[config.mk]
export PLATFORM = sky130hd
export DESIGN_NAME = qbert_jump_ctrl
export DESIGN_NICKNAME = d
export VERILOG_FILES = /design/src/rtl/qbert_pkg.sv /design/src/rtl/qbert_cube_decode.sv /design/src/rtl/qbert_jump_ctrl.sv
export SDC_FILE = /design/constraint.sdc
export NUM_CORES = 1
export LEC_CHECK = 0
export ABC_AREA = 1
export CAP_MARGIN = 25
export CORE_MARGIN = 1.5
export CORE_UTILIZATION = 38
export CTS_CLUSTER_DIAMETER = 200
export DETAILED_ROUTE_END_ITERATION = 8
export DONT_BUFFER_PORTS = 1
export SYNTH_ARGS = -nofsm -noshare
export SYNTH_HDL_FRONTEND = slang
export SYNTH_SLANG_ARGS = --single-unit
[constraint.sdc]
create_clock -name clk -period 6.5 [get_ports clk]
set_input_delay 0.975 -clock clk [delete_from_list [all_inputs] [get_ports clk]]
set_output_delay 0.975 -clock clk [all_outputs]
set_load 0.005 [all_outputs]
[src/rtl/qbert_pkg.sv]
// qbert_pkg: shared jump directions, layer state codes and pyramid edge constants for the Q*bert sprite path.
package qbert_pkg;
  typedef enum logic [2:0] {NONE = 3'd0, DOWN_RIGHT = 3'd1, DOWN_LEFT = 3'd2, UP_RIGHT = 3'd3, UP_LEFT = 3'd4} jump_dir_t;
  typedef enum logic [2:0] {QB_RESET = 3'd0, QB_JUMP = 3'd1, QB_LAND = 3'd2, QB_IDLE = 3'd3, QB_DEATH = 3'd4} qb_state_t;
  localparam logic [27:0] TOP = 28'h0000001;
  localparam logic [27:0] L_EDGE = 28'h020844B;
  localparam logic [27:0] R_EDGE = 28'h8104225;
  localparam logic [27:0] BOTTOM_ROW = 28'hFE00000;
  function automatic int cube_idx(input int r, input int c);
    return r * (r - 1) / 2 + c - 1;
  endfunction
endpackage

[src/rtl/qbert_cube_decode.sv]
// qbert_cube_decode: maps a (row, col) pyramid coordinate to its one-hot cube vector.
import qbert_pkg::*;
module qbert_cube_decode #(
  parameter int N_CUBE = 28,
  parameter int RW = 3
) (
  input  logic [RW-1:0]     row,
  input  logic [RW-1:0]     col,
  output logic [N_CUBE-1:0] onehot
);
  assign onehot = N_CUBE'(1) << cube_idx(int'(row), int'(col));
endmodule

[src/rtl/qbert_jump_ctrl.sv]
// qbert_jump_ctrl: turns direction commands into sprite-layer jump requests and tracks visited cubes.
// Define QBERT_REVISIT_TOGGLE_EN to make a revisit clear the cube's visited bit.
import qbert_pkg::*;
module qbert_jump_ctrl #(
  parameter int N_ROWS = 7,
  parameter int N_CUBE = 28,
  parameter int LAUNCH_TIMEOUT = 1024
) (
  input  logic              clk,
  input  logic              reset,
  input  logic              e_start,
  input  logic              cmd_valid,
  input  logic [2:0]        cmd_dir,
  output logic              cmd_ready,
  input  logic              done_move,
  input  logic [2:0]        state_qb,
  output logic [N_CUBE-1:0] position_qb,
  output logic [N_CUBE-1:0] e_next_qb,
  output logic [2:0]        e_jump_qb,
  output logic              e_bad_jump,
  output logic [N_CUBE-1:0] visited,
  output logic              cubes_done,
  output logic              launch_err
);
  localparam int RW = $clog2(N_ROWS + 1);
  localparam int CW = $clog2(LAUNCH_TIMEOUT + 1);
  typedef enum logic [1:0] {READY, ISSUE, FLIGHT, RESPAWN} fsm_t;
  fsm_t st;
  jump_dir_t dir, jump;
  logic [RW-1:0] row, col, trow, tcol, nrow, ncol;
  logic [CW-1:0] cnt;
  logic cmd_ok, down, bad;
  logic [N_CUBE-1:0] vis_land;
  assign dir = jump_dir_t'(cmd_dir);
  assign cmd_ok = cmd_valid && cmd_dir >= 3'd1 && cmd_dir <= 3'd4;
  assign down = dir == DOWN_RIGHT || dir == DOWN_LEFT;
  assign bad = down ? row == RW'(N_ROWS) : dir == UP_RIGHT ? col == RW'(1) : col == row;
  // A bad jump targets the current cube so the layer animates off-pyramid from where it stands
  assign nrow = bad ? row : down ? row + RW'(1) : row - RW'(1);
  assign ncol = bad ? col : dir == DOWN_LEFT ? col + RW'(1) : dir == UP_RIGHT ? col - RW'(1) : col;
`ifdef QBERT_REVISIT_TOGGLE_EN
  assign vis_land = visited ^ e_next_qb;
`else
  assign vis_land = visited | e_next_qb;
`endif
  assign cmd_ready = st == READY;
  assign e_jump_qb = jump;
  qbert_cube_decode #(.N_CUBE(N_CUBE), .RW(RW)) u_pos (.row(row), .col(col), .onehot(position_qb));
  qbert_cube_decode #(.N_CUBE(N_CUBE), .RW(RW)) u_tgt (.row(trow), .col(tcol), .onehot(e_next_qb));
  always_ff @(posedge clk or negedge reset)
    if (!reset) begin
      st <= READY;
      jump <= NONE;
      {row, col, trow, tcol} <= {RW'(1), RW'(1), RW'(1), RW'(1)};
      cnt <= '0;
      e_bad_jump <= 1'b0;
      visited <= N_CUBE'(1);
      cubes_done <= 1'b0;
      launch_err <= 1'b0;
    end else if (e_start) begin
      st <= READY;
      jump <= NONE;
      {row, col, trow, tcol} <= {RW'(1), RW'(1), RW'(1), RW'(1)};
      cnt <= '0;
      e_bad_jump <= 1'b0;
      visited <= N_CUBE'(1);
      cubes_done <= 1'b0;
      launch_err <= 1'b0;
    end else begin
      cubes_done <= &visited;
      case (st)
        READY: if (cmd_ok) begin
          jump <= dir;
          trow <= nrow;
          tcol <= ncol;
          e_bad_jump <= bad;
          cnt <= '0;
          st <= ISSUE;
        end
        ISSUE: if (!done_move) st <= FLIGHT;
          else if (cnt == CW'(LAUNCH_TIMEOUT - 1)) begin
            launch_err <= 1'b1;
            jump <= NONE;
            trow <= row;
            tcol <= col;
            st <= READY;
          end else cnt <= cnt + CW'(1);
        FLIGHT: if (done_move) begin
          jump <= NONE;
          if (e_bad_jump) st <= RESPAWN;
          else begin
            row <= trow;
            col <= tcol;
            visited <= vis_land;
            st <= READY;
          end
        end
        RESPAWN: if (state_qb == QB_IDLE) begin
          {row, col, trow, tcol} <= {RW'(1), RW'(1), RW'(1), RW'(1)};
          e_bad_jump <= 1'b0;
          st <= READY;
        end
        default: st <= READY;
      endcase
    end
endmodule

==> results of run 1 <==
-- through the flow --
stage	setup TNS, ns	std cells	cell area [sq um]	worst slack [ns]	power, mW
6_report	0	1903	11010	0.2280	5.528
5_1_grt	-1.306	1903	11010	-0.08890	6.057
4_1_cts	0	1877	10400	0.007647	4.767
3_5_place_dp	0	1859	9975	0.06921	4.152
3_3_place_gp	0	1859	9975	0.1579	4.136
2_1_floorplan	0	1539	9558	0.5851	3.574
-- layout make-up --
cell class              instances  share of cell area [%]
multi-input cells            1151                   66.29
clock buffers                  10                   2.171
well taps                     324                   3.683
clock inverters                 6                  0.8070
flip-flops and latches         59                   13.47
inverters                     317                   10.83
repair buffers                 36                   2.751
-- how the worst max path moves through the flow --
| stage | startpoint | to | slack [ns] | cells past startpoint |
|---|---|---|---|---|
| after global placement | row[0] | position_qb[0] | 0.16 | 24 |
| after detailed placement | row[0] | position_qb[18] | 0.07 | 30 |
| after CTS | row[0] | position_qb[18] | 0.008 | 25 |
| final | row[1] | position_qb[18] | 0.23 | 25 |
| after floorplan | row[0] | position_qb[0] | 0.59 | 30 |
| after global routing | row[0] | position_qb[23] | -0.09 | 31 |
-- registers in the layout, summed over array words and instances, names as in the netlist --
| name | count |
|---|---|
| e_bad_jump | 1 |
| launch_err | 1 |
| tcol | 3 |
| col | 3 |
| e_jump_qb | 3 |
| row | 3 |
| trow | 3 |
| cnt | 11 |
| cubes_done | 1 |
| st | 2 |
| visited | 28 |
-- synthesized netlist by cell type, types with 5 or more instances --
cell	number	share of area (%)
nor3_2	5	0.53
nand2_2	19	1.3
ha_1	101	13
a21oi_1	104	5.5
a31oi_1	5	0.33
o21ai_0	71	3.7
fa_1	26	5.5
xor2_1	24	2.2
nor4_1	9	0.59
inv_1	305	12
clkbuf_1	7	0.28
a21oi_2	7	0.65
nand3_1	94	5.0
nor2_2	8	0.53
dfrtp_1	54	14
o211ai_1	5	0.40
nand3_2	6	0.63
xnor2_1	6	0.55
dfstp_2	5	1.4
nor2_1	181	7.2
nor3_1	31	1.6
nand4_1	55	3.6
a21o_1	10	0.79
nand2_1	308	12
inv_2	8	0.32
o21bai_1	7	0.55
-- cells by family (layout without fill, tap and decap cells) --
logic type / Yosys count / after routing
DFF: 59 / 59
and+or+nand+nor: 740 / 740
adders and majority gates: 127 / 127
other: 2 / 17
buffers and inverters: 329 / 369
AOI/OAI and AO/OA: 237 / 237
xor gates and xnor gates: 30 / 30
-- critical path: cells and delay by family (launching register included) --
kind	cells	cell delay, ns
AO/OA/AOI/OAI	2	0.27
XOR/XNOR	1	0.22
adder cells (fa/ha/maj)	7	2.26
buffers and inverters	4	0.24
flip-flops	1	0.38
AND/OR/NAND/NOR	11	1.58
-- layer usage --
metal | share of wire [%] | up-vias | wire, microns | global-route usage (%)
met5 | 0 | - | 0 | 0
met4 | 0.33 | 0 | 90 | 2.020
met3 | 5.0 | 14 | 1336 | 1.875
met2 | 46 | 263 | 12400 | 33.60
met1 | 49 | 4553 | 13080 | 29.29
li1 | - | 5014 | - | -
-- cells in the final DEF (no fill, tap or decap), types with 4 or more instances in the layout --
| master | count |
|---|---|
| inv_1 | 295 |
| nand2_1 | 295 |
| nor2_1 | 157 |
| a21oi_1 | 101 |
| ha_1 | 91 |
| nand3_1 | 88 |
| o21ai_0 | 63 |
| nand4_1 | 55 |
| dfrtp_1 | 54 |
| buf_4 | 33 |
| nand2_2 | 31 |
| nor2_2 | 27 |
| fa_1 | 24 |
| xor2_1 | 22 |
| nor3_1 | 19 |
| inv_2 | 17 |
| nor3_2 | 17 |
| conb_1 | 17 |
| nand3_2 | 11 |
| a21o_1 | 10 |
| ha_4 | 10 |
| o21ai_2 | 9 |
| a21oi_2 | 9 |
| nor2_4 | 9 |
| nor4_1 | 9 |
| clkbuf_16 | 9 |
| o21bai_1 | 6 |
| o211ai_1 | 5 |
| a31oi_1 | 5 |
| dfstp_2 | 5 |
| clkinv_1 | 4 |
| xnor2_1 | 4 |
| nand2_4 | 4 |
| o21ai_1 | 4 |
| nand4_4 | 4 |
| or2_2 | 4 |
| o22ai_1 | 4 |
| a22oi_1 | 4 |
-- power by group through the flow --
stage / Clock, mW / Sequential, mW / Combinational, mW
after floorplan: 0 / 0.454 / 3.12
after global placement: 0 / 0.463 / 3.67
after detailed placement: 0 / 0.464 / 3.69
after CTS: 0.532 / 0.458 / 3.78
after global routing: 0.550 / 0.465 / 5.04
final: 0.529 / 0.459 / 4.54
-- timing repair --
action	4_1_cts	5_1_grt
resized for setup	23	94
buffers inserted	2	25
pin swaps	6	60
endpoints found under the setup margin	29	56
hold endpoints to repair	0	0
==> run metrics, run 1 <==
Rel. slew slack=28.46%; Mapped Cells=1524; worst hold margin=0.3296 ns; via count=9844; CP Capture Type=output port; DR WL/cell=14.14 microns; Port Buf Inserts=0; maximum vdd ir drop=0.0005119 V; synthesized area=9502 sq um; Async SR Flop Fraction=100.0%; initial antenna violation count=0; final hold violation count=0; fin crit share=96.49%; TritonRoute pass-1 iters=5; proportion of synthesized chip area in sequential cells=15.60%; Synth Area per Inst=6.235 sq um; GRT Residual Overflow=0; post-synthesis mux area share=0%; IO Pins=102; cell at the slowest stage of the critical path=fa_2; Worst Setup Start Kind=flip-flop; total wire length=26910 microns; Final ANT Viol Nets=0; Yosys reg bits=59; Die Footprint=25960 sq um; gr usage total=20.21%; Internal Power=2.227 mW; pin count of the biggest net entering global routing=60; worst r2r path cells=20; Via density=5.173; FP Rows=57; clock sinks=59; Leakage Power=5.857 nW; final slew viol count=0; 1st-iter DRT viols=842; CP max stage delay=0.58 ns; CP required=5.52 ns; adder-cell area share of the yosys netlist=18.78%; setup violators final=0; area grow syn2layout=15.86%; sw power=3.301 mW; part of the power in registers=8.3%; max-capacitance violation count=0; number of synthesized flops with an enable pin=0; CTS Root Cell=clkbuf_16; status=finished clean; Synth cell types=57; die width=161.1 microns; vias in the first global route=8992; Synth Area in Simple Gates=35.50%; pwr dens=502.1 nW/um^2; worst hold path class=in2async; Fmax achieved=159.4 MHz; post-DP HPWL=22100 microns; H-tree Lvls=3; fillcell total=2552; CTS tree=built; Net Sw Frac=59.72%; GP Congestion=0.9119; nets=1712; Ys Warns=0; TritonCTS Buffers=9; Comb pwr share=82.1%; ANT cells=0; Clock Pin Slew Worst Setup and Hold Paths=0.06 ns; fraction of layout cells with a size suffix above 1=14.12%; Main synth FF type=dfrtp_1; RSZ-0062 raised after global routing=yes; Clock Skew=0.009348 ns; initial core utilization=38.84%; clock group share of total power=9.6%; Storage cell area=1483 sq um; Compound-Gate Fraction of Synth Area=14.18%; r2r setup slk=1.47 ns; Worst-Margin Slew=1.065 ns; Worst Path Max Fanout=6; Die Ht=161.1 microns; worst reg2reg path endpoint=visited[12]; main combinational cell family by area after synthesis=simple AND/OR/NAND/NOR gates; clk_lat worst skew=0.33 ns; RR Startpoint=trow[0]; first-pass GRT wire length=43660 microns; multi-input combinational cell area=7297 sq um; post-layout util=45.00%; Synth Area in XOR/XNOR=2.765%; Final Critical Period=6.272 ns; CTS max path bufs=2; hold buffers post-CTS=0; WS Path Type=reg2out; DRC violations left=0; Worst EP arrival=5.30 ns; core box area=24460 sq um
(Power assumes the default switching activity.)
==> run 2: changes to the inputs <==
Settings changed: CAP_MARGIN 25 to default, CORE_UTILIZATION 38 to 60, PLACE_DENSITY from default to 0.76.
==> run metrics, run 2 (synthesis gave the netlist of run 1 again) <==
non-filler cells, final=1795; ANT cells=0; multi-input combinational cell area=7425 sq um; Final Critical Period=6.359 ns; vias in the first global route=9005; via count=10209; most common cell after layout, fill and taps aside=inv_1; Fmax achieved=157.3 MHz; worst hold path class=in2async; pwr dens=509.8 nW/um^2; Worst Path Max Fanout=5; DP Cell Count=1744; fraction of layout cells with a size suffix above 1=14.84%; status=finished clean; CP required=5.52 ns; GRT Residual Overflow=0; Reg with most FFs=visited; worst hold margin=0.3381 ns; global route hottest layer=met2; max reg flops=28; final slew viol count=0; CTS max path bufs=2; r2r setup slk=1.23 ns; cell at the slowest stage of the critical path=dfstp_2; total wire length=26600 microns; clock sinks=59; GR Util met1=41.03%; Storage cell area=1483 sq um; WS Path Type=reg2out; nets=1718; GR Layer Usage met2=49.45%; fillcell total=1329; top flop regs=visited (28), cnt (11); CP max stage delay=0.58 ns; IO Pins=102; H-tree Lvls=3; Clock Pin Slew Worst Setup and Hold Paths=0.05 ns; Setup TNS=0 ns; CP Capture Type=output port; gr usage total=29.82%; CTS Root Cell=clkbuf_16; TritonCTS Buffers=9; initial core utilization=62.04%; DR WL/cell=14.82 microns; area grow syn2layout=15.74%; Via density=5.687; Worst Setup Start Kind=flip-flop; Die Footprint=16600 sq um; most frequent cells in the layout=inv_1 (291), nand2_1 (290), nor2_1 (162), a21oi_1 (97), ha_1 (88); CTS tree=built; Overall Power=5.607 mW; DRC violations left=0; Final ANT Viol Nets=0; Port Buf Inserts=0; Leakage Power=5.900 nW; TritonRoute pass-1 iters=5; Worst-Margin Slew=1.214 ns; max-capacitance violation count=0; final hold violation count=0; core box area=15310 sq um; Clock Skew=0.01098 ns; die width=128.8 microns; Worst EP arrival=5.38 ns; grt met3 use=4.449%; fin crit share=97.83%; initial antenna violation count=0; 1st-iter DRT viols=940; GP Congestion=1.028; clk_lat worst skew=0.34 ns; first-pass GRT wire length=40650 microns; FP Rows=45; pin count of the biggest net entering global routing=60; Die Ht=128.8 microns; maximum vdd ir drop=0.0007285 V; setup violators final=0; Rel. slew slack=19.10%; post-DP HPWL=20310 microns
run 2: path summary, 6_finish.rpt:
kind,start,to,cells past startpoint
worst min register to register,cnt[10],cnt[10],2
worst max-delay path,trow[0],e_next_qb[16],34
min in group clk,cnt[10],cnt[10],2
worst max register to register,trow[0],visited[12],35
worst min-delay path,reset,visited[22],0
max in group asynchronous,reset,trow[0],0
run 2: cell type report:
type | count | area share, %
clock buffer | 13 | 2.367
clock inverter | 2 | 0.3186
inverter | 317 | 10.82
multi-input combinational | 1151 | 67.52
sequential | 59 | 13.48
tap | 211 | 2.401
timing repair buffer | 42 | 3.095
run 2: through the flow:
stage	setup WS, ns	instance area (sq um)	utilization [%]
final	0.1413	11000	71.81
after global placement	0.2118	9818	64.11
after CTS	0.03241	10180	66.47
after global routing	-0.07626	11000	71.81
after floorplan	0.5851	9558	-
after detailed placement	0.01682	9818	64.11
run 2: critical path: cells and delay by family, from the launching register on:
kind / cells / cell delay, ns
buffers and inverters: 9 / 0.70
flip-flops: 1 / 0.58
AO/OA/AOI/OAI: 1 / 0.19
AND/OR/NAND/NOR: 18 / 2.06
adder cells (fa/ha/maj): 5 / 1.42
XOR/XNOR: 1 / 0.10
run 2: what timing repair did:
item / CTS / global route
pin swaps: 6 / 81
setup endpoints to repair: 28 / 56
setup buffers: 3 / 33
resized for setup: 11 / 130
hold buffers: 0 / 0
run 2: layer usage:
metal,wire (microns),up-vias
met5,0,-
met4,521,0
met3,1666,60
met2,12730,408
met1,11680,4691
li1,-,5050
run 2: power by group:
| part | total (mW) | switching, mW | internal (mW) |
|---|---|---|---|
| Sequential | 0.460 | 0.0462 | 0.414 |
| Combinational | 4.67 | 3.15 | 1.52 |
| Clock | 0.479 | 0.165 | 0.315 |
